## config.mk

```make
export PLATFORM = sky130hd
export DESIGN_NAME = vid_timer_gen
export DESIGN_NICKNAME = d
export VERILOG_FILES = /design/src/rtl/vid_timer_gen.sv
export SDC_FILE = /design/constraint.sdc
export NUM_CORES = 1
export LEC_CHECK = 0
export CAP_MARGIN = 20
export CORE_MARGIN = 8
export CORE_UTILIZATION = 61
export DETAILED_ROUTE_END_ITERATION = 16
export PLACE_DENSITY = 0.94
export SLEW_MARGIN = 5
export SYNTH_ARGS = -nofsm -noshare
export SYNTH_HDL_FRONTEND = slang
export SYNTH_SLANG_ARGS = --single-unit
```

## constraint.sdc

```tcl
create_clock -name clk -period 5.14 [get_ports clk]
set_input_delay 0.514 -clock clk [delete_from_list [all_inputs] [get_ports clk]]
set_output_delay 0.514 -clock clk [all_outputs]
set_load 0.05 [all_outputs]
```

## src/rtl/vid_timer_gen.sv

```systemverilog
// Parametrised raster timer: h/v/composite sync, active-video qualifier, pixel x/y and strobes.
// Outputs are registered (1 clk after counter state); en=0 freezes counters and outputs, strobes drop.
module vid_timer_gen #(
  parameter int LINE_CLKS  = 1016,
  parameter int HSYNC_CLKS = 75,
  parameter int HACT_START = 150,
  parameter int H_PIXELS   = 200,
  parameter int PIX_DIV    = 4,
  parameter int V_LINES    = 262,
  parameter int VS_LINES   = 3,
  parameter int VACT_START = 21,
  parameter int V_ACTIVE   = 240,
  parameter int XW         = 9,
  parameter int YW         = 9
) (
  input  logic          clk,
  input  logic          rst_n,
  input  logic          en,
  input  logic          interlace,
  output logic          hsync,
  output logic          vsync,
  output logic          csync,
  output logic          vid_time,
  output logic [XW-1:0] x,
  output logic [YW-1:0] y,
  output logic          field,
  output logic          line_start,
  output logic          frame_start
);

  localparam int HW = $clog2(LINE_CLKS + 1);
  localparam int VW = $clog2(V_LINES + 2);
  localparam int PW = (PIX_DIV > 1) ? $clog2(PIX_DIV) : 1;

  localparam logic [HW-1:0] H_LAST = HW'(LINE_CLKS - 1);
  localparam logic [HW-1:0] H_SYNC = HW'(HSYNC_CLKS);
  localparam logic [HW-1:0] H_SERR = HW'(LINE_CLKS - HSYNC_CLKS);
  localparam logic [HW-1:0] H_ACT0 = HW'(HACT_START);
  localparam logic [HW-1:0] H_ACT1 = HW'(HACT_START + H_PIXELS * PIX_DIV);
  localparam logic [VW-1:0] V_LAST0 = VW'(V_LINES - 1);
  localparam logic [VW-1:0] V_LAST1 = VW'(V_LINES);
  localparam logic [VW-1:0] V_SYNC  = VW'(VS_LINES);
  localparam logic [VW-1:0] V_ACT0  = VW'(VACT_START);
  localparam logic [VW-1:0] V_ACT1  = VW'(VACT_START + V_ACTIVE);
  localparam logic [PW-1:0] P_LAST  = PW'(PIX_DIV - 1);

  logic [HW-1:0] r_hcnt;
  logic [VW-1:0] r_vcnt;
  logic          r_field;
  logic          r_mode;
  logic [PW-1:0] r_pix_div;

  logic          w_h_last, w_v_last, w_field_nxt;
  logic          w_hs, w_vs, w_csync_n, w_v_act, w_h_act, w_act;
  logic [VW-1:0] w_a;
  logic [YW-1:0] w_y_nxt;

  always_comb begin
    w_h_last    = (r_hcnt == H_LAST);
    // Interlaced field 1 carries the extra half-frame line.
    w_v_last    = (r_vcnt == ((r_mode && r_field) ? V_LAST1 : V_LAST0));
    w_field_nxt = r_mode ? ~r_field : 1'b0;
    w_hs        = (r_hcnt < H_SYNC);
    w_vs        = (r_vcnt < V_SYNC);
    w_csync_n   = w_vs ? ~(r_hcnt < H_SERR) : ~w_hs;
    w_v_act     = (r_vcnt >= V_ACT0) && (r_vcnt < V_ACT1);
    w_h_act     = (r_hcnt >= H_ACT0) && (r_hcnt < H_ACT1);
    w_act       = w_v_act && w_h_act;
    w_a         = r_vcnt - V_ACT0;
    w_y_nxt     = r_mode ? YW'({w_a, r_field}) : YW'(w_a);
  end

  always_ff @(posedge clk or negedge rst_n) begin
    if (!rst_n) begin
      r_hcnt  <= '0;
      r_vcnt  <= '0;
      r_field <= 1'b0;
      r_mode  <= 1'b0;
    end else if (en) begin
      r_hcnt <= w_h_last ? '0 : r_hcnt + 1'b1;
      if (w_h_last) begin
        if (w_v_last) begin
          r_vcnt  <= '0;
          r_field <= w_field_nxt;
          // Mode only changes at a frame boundary, i.e. when entering field 0.
          if (!w_field_nxt) r_mode <= interlace;
        end else begin
          r_vcnt <= r_vcnt + 1'b1;
        end
      end
    end
  end

  always_ff @(posedge clk or negedge rst_n) begin
    if (!rst_n) begin
      hsync       <= 1'b1;
      vsync       <= 1'b1;
      csync       <= 1'b1;
      vid_time    <= 1'b0;
      x           <= '0;
      y           <= '0;
      field       <= 1'b0;
      line_start  <= 1'b0;
      frame_start <= 1'b0;
      r_pix_div   <= '0;
    end else if (en) begin
      hsync       <= ~w_hs;
      vsync       <= ~w_vs;
      csync       <= w_csync_n;
      vid_time    <= w_act;
      field       <= r_field;
      line_start  <= (r_hcnt == '0);
      frame_start <= (r_hcnt == '0) && (r_vcnt == '0) && !r_field;
      // Prescaler restarts on the first active clock of each line.
      if (!w_act || !vid_time) begin
        x         <= '0;
        r_pix_div <= '0;
      end else if (r_pix_div == P_LAST) begin
        x         <= x + 1'b1;
        r_pix_div <= '0;
      end else begin
        r_pix_div <= r_pix_div + 1'b1;
      end
      if ((r_hcnt == '0) && w_v_act) y <= w_y_nxt;
    end else begin
      line_start  <= 1'b0;
      frame_start <= 1'b0;
    end
  end

endmodule

```

### Word level (Yosys, flattened, before mapping)

Cells that the tools add are included.

| word-level totals | value |
|---|---|
| register bits after elaboration | 48 |
| bits of input ports | 4 |
| output and inout bits | 25 |
| word-level logic and storage cells | 65 |

| cells by class | value |
|---|---|
| add/sub/neg operators | 5 |
| magnitude comparators | 7 |
| equality and inequality tests | 3 |
| mux-type cells | 12 |
| bitwise operators | 5 |
| reduce and logical (&&, ||, !) cells | 19 |

Operator list:

| cell | number |
|---|---|
| $mux W9 | 4 |
| $lt A10 B10 Y1 const B | 2 |
| $add A9 B1 Y9 const B | 2 |
| $add A10 B1 Y10 const B | 1 |
| $eq A10 B10 Y1 const B | 1 |
| $ge A10 B8 Y1 const B | 1 |
| $logic_not A10 Y1 | 1 |
| $lt A10 B7 Y1 const B | 1 |
| $mux W10 | 1 |
| $eq A9 B9 Y1 | 1 |
| $ge A9 B5 Y1 const B | 1 |
| $logic_not A9 Y1 | 1 |
| $lt A9 B2 Y1 const B | 1 |
| $lt A9 B9 Y1 const B | 1 |
| $sub A9 B5 Y9 const B | 1 |
| $logic_and A1 B1 Y1 | 7 |
| $mux W2 | 3 |
| $reduce_and A2 Y1 | 3 |
| $not A1 Y1 | 5 |
| $mux W1 | 4 |
| $reduce_and A4 Y1 | 1 |
| $logic_not A1 Y1 | 3 |
| $reduce_and A3 Y1 | 1 |
| $add A2 B1 Y2 const B | 1 |
| other kinds (3) | 3 |

### Depth between registers and ports, before layout

| depth | value |
|---|---|
| depth after elaboration | 7 |
| mapped depth | 9 |
| mapped depth without buffers | 8 |

### Worst setup path after synthesis

Ideal clock, no wire load.

| path | value |
|---|---|
| path kind | register -> register |
| from | register r_vcnt[6] |
| to | register y[0] |
| arrival time | 2.087 ns |
| data required time | 5.015 ns |
| setup slack | 2.928 ns |
| cell stages (with the launch flop) | 7 |
| buffers on the path | 1 |
| period minus slack after synthesis | 2.212 ns |
| cell sequence | dfrtp_1 -> or3_4 -> o41ai_4 -> o41ai_2 -> or3_1 -> buf_6 -> mux2_4 |

| on the way | value |
|---|---|
| cells in the longest elaborated chain, start to end | 4 |
| elaborated cells on any way between the ends | 5 |
| classes of those cells | 2 x order compare; 3 x reduce/logical |

Ends and longest elaborated chain:

| what | RTL line | RTL |
|---|---|---|
| start: declaration | 48 | `logic [VW-1:0] r_vcnt;` |
| start signal: assignment | 88 | `r_vcnt <= r_vcnt + 1'b1;` |
| $ge A9 B5 Y1 / $lt A9 B9 Y1 (equally long branches) | 66 | `w_v_act = (r_vcnt >= V_ACT0) && (r_vcnt < V_ACT1);` |
| $logic_and A1 B1 Y1 * | 66 |  |
| $logic_and A1 B1 Y1 * | 124 | `if ((r_hcnt == '0) && w_v_act) y <= w_y_nxt;` |
| $reduce_and A2 Y1 (no line) * | -- |  |
| end signal: assignment | 124 |  |
| end: declaration | 25 | `output logic [YW-1:0] y,` |

Every way passes the cells marked *; elsewhere a longest branch is shown, timed or not.
A chain may end at the register's enable or synchronous reset.

### Final worst setup path

| path | value |
|---|---|
| from | input port en |
| to | register r_mode |

| on the way | value |
|---|---|
| cells in the longest elaborated chain, start to end | 1 |

Ends and longest elaborated chain:

| what | RTL line | RTL |
|---|---|---|
| start: declaration | 18 | `input logic en,` |
| $reduce_and A4 Y1 (no line) | -- |  |
| end signal: assignment | 86 | `if (!w_field_nxt) r_mode <= interlace;` |
| end: declaration | 50 | `logic r_mode;` |

No other way between the ends.

==> flow_summary.toml <==
[status]
status = "completed"

[global_routing]
gr-usage-all-layers_pct = 16.7
grt_pass1_vias = 2051
grt_start_max_net_pins = 49
gr-total-overflow = 0
antenna_found_initial = 0
grt_pass1_wl_mm = 9.80

[cts]
numCtsBuffers = 5
cts_resized = 0
ctsLongestPathBuffers = 2
cts_root_buf = "clkbuf_8"
cts_hold_buffers = 0
cts_max_level = 2
post-cts-setup-buffers = 0
cts_sinks = 48
insertion_delay_ns = 0.31
cts_tree = "yes"
cts.reportedPaths.clkPinSlew_ns = 0.09

[routing]
wire_per_inst_um = 15.3
vias_per_cell = 5.93
final_antenna_net_count = 0
dr.pass1.iters = 4
drt-total-wl_mm = 5.66
drt_iter0_drc = 142
vias = 2193
route.detailed.drc = 0

[final_layout]
layout.nets = 331
final_core_util_pct = 72.2
fin_cells = 370
final-seq-area_um2 = 1200
insertedDiodeCount = 0
multi_input_area_um2 = 1430
n_fill_cell = 302
area_growth_pct = 13.7
drive_gt1_share_pct = 7.23

[flow_run]
drv_cap = 0

[synthesis]
synth-edff-count = 0
yosys_register_bits = 48
async_reset_ff_share_pct = 100
synth_area_per_cell_um2 = 9.28
ys.flop_type = "dfrtp_1"
synth.most_common_cell = "dfrtp_1"
yosys-top-cells-count = "45 x dfrtp_1, 34 x nand2_1, 25 x o21ai_0, 20 x nor2_1, 14 x nand3_1"
synth-seq-area-share_pct = 43.6
synth_top_area_share_pct = 40.7
synth-warning-count = 0
syn_nets = 312
synth_cells = 298
synth_area_um2 = 2770
synthDistinctLibCells = 46
yosysTopAreaCell = "dfrtp_1"
yosys-top-cells-area = "dfrtp_1 41%, nand2_1 4.6%, ha_1 4.5%"

[setup_path]
path_buf_inv = 3
crit_fanout = 31
timing.rr.start = "r_vcnt[0]"
reg2reg_slack_ns = 2.52
path_cells = "clkdlybuf4s50_1 > buf_4 > nand4b_1 > nor3_1 > buf_4 > nand2_1 > o21ai_0 > nand2_1"
r2r_end = "y[0]"
path_class = "in2reg"
cp_slowest_stage_delay_ns = 0.77
rr_worst_depth = 5
slowest_stage = "nor3_1"
critical_path_arrival_ns = 2.82
crit_path_start_kind = "input port"
cpLargestDelayFamily = "simple AND/OR/NAND/NOR gates"
end_kind = "register"
cp_data_required_time_ns = 5.34

[timing]
rsz0062_at_grt = "false"
max_slew_margin_pct = 39.1
clock.fmax_mhz = 381
setup_viol = 0
finalSetupTns_ns = 0
layout_worst_path_cycle_share_pct = 51.0
fin_crit_ns = 2.62
finalMaxSlewViolations = 0
hold_viol = 0
tightest_slew_ns = 0.906
skew_ns = 0.0106

[power]
p_per_area_nw_per_um2 = 267
p_leak_nw = 1.31
ir_worst_vdd_uv = 229

[floorplanning]
core_area_um2 = 4350
die_area_um2 = 6940
die_height_um = 83.3
ios = 29
die_x_um = 83.3
fp-row-count = 24
start_util_pct = 63.5

[min_path]
hp-class = "in2async"

[place]
numPortBuffers = 28
place_congestion = 0.868
hpwlAfterDp_mm = 4.03
dpl.cell_count = 361
cells in the final DEF (no fill, tap or decap), drive strengths merged:
cell | Yosys | layout
clkbuf | 13 | 7
nand2b | 7 | 7
o31ai | 7 | 7
mux2 | 3 | 3
a21boi | 1 | 1
nand3 | 14 | 14
clkinvlp | 0 | 1
xor2 | 7 | 7
nand2 | 34 | 34
o21a | 5 | 5
o21ai | 27 | 27
buf | 6 | 4
or4 | 1 | 1
o22ai | 1 | 1
nor3 | 7 | 7
dfrtp | 45 | 45
o311ai | 4 | 4
a31oi | 4 | 4
nor2b | 7 | 7
and4 | 2 | 2
a211oi | 1 | 1
nand4b | 2 | 2
mux2i | 7 | 7
and3 | 8 | 8
xnor2 | 8 | 8
and4b | 1 | 1
o221ai | 1 | 1
dfstp | 3 | 3
a2111oi | 1 | 1
o31a | 1 | 1
nand4 | 6 | 6
nor2 | 21 | 21
a21oi | 11 | 11
or3 | 9 | 9
a211o | 1 | 1
ha | 10 | 10
clkdlybuf4s50 | 0 | 27
o41ai | 2 | 2
inv | 10 | 10
sequential cells by signal, indices dropped and copies added, names as in the netlist:
register and cells:
r_hcnt 10, r_vcnt 9, x 9, y 9
r_pix_div 2, csync 1, field 1, frame_start 1
hsync 1, line_start 1, r_field 1, r_mode 1
vid_time 1, vsync 1
how the worst max path moves through the flow:
stage | start | endpoint | slack, ns | cells past startpoint
floorplan | r_vcnt[6] | y[0] | 2.93 | 6
global placement | en | r_mode | 2.34 | 8
detailed placement | en | r_mode | 2.27 | 8
CTS | r_vcnt[0] | y[0] | 2.54 | 5
global route | en | r_vcnt[4] | 2.31 | 7
finish | en | r_mode | 2.52 | 8
area by class of cell:
class | instances | share of cell area [%]
clock buffer | 7 | 2.75
clock inverter | 1 | 0.239
inverter | 10 | 1.19
multi-input combinational | 221 | 45.5
sequential | 48 | 38.3
tap | 52 | 2.07
timing repair buffer | 31 | 9.87
power by group:
part | total [mW] | internal [mW] | leakage, nW | switching [mW]
registers | 0.465 | 0.406 | 0.644 | 0.0583
clock network | 0.234 | 0.109 | 0.0445 | 0.124
logic | 0.140 | 0.0589 | 0.622 | 0.0811
metrics by stage:
step / power, mW / hold slack (ns) / setup slack (ns) / area (um^2)
after floorplan: 0.563 / 0.218 / 2.93 / 2770
after global placement: 0.598 / 0.461 / 2.34 / 3030
after detailed placement: 0.608 / 0.469 / 2.27 / 3030
after CTS: 0.840 / 0.420 / 2.54 / 3120
after global routing: 0.883 / 0.0636 / 2.31 / 3140
final: 0.838 / 0.0594 / 2.52 / 3140
kinds of logic (layout without fill, tap and decap cells):
kind of cell | Yosys count | after routing | synth area share [%]
buf+inv | 29 | 49 | 4.66
fa+ha+maj | 10 | 10 | 4.52
xor+xnor | 15 | 15 | 4.75
mux | 10 | 10 | 3.89
simple gates | 119 | 119 | 21.8
flops | 48 | 48 | 43.6
compound gates | 67 | 67 | 16.8
metal layers:
layer,global-route usage [%],wire [um]
met1,20.2,2330
met2,27.7,2900
met3,4.39,344
met4,6.39,87
met5,0,0
(Power assumes the default switching activity.)
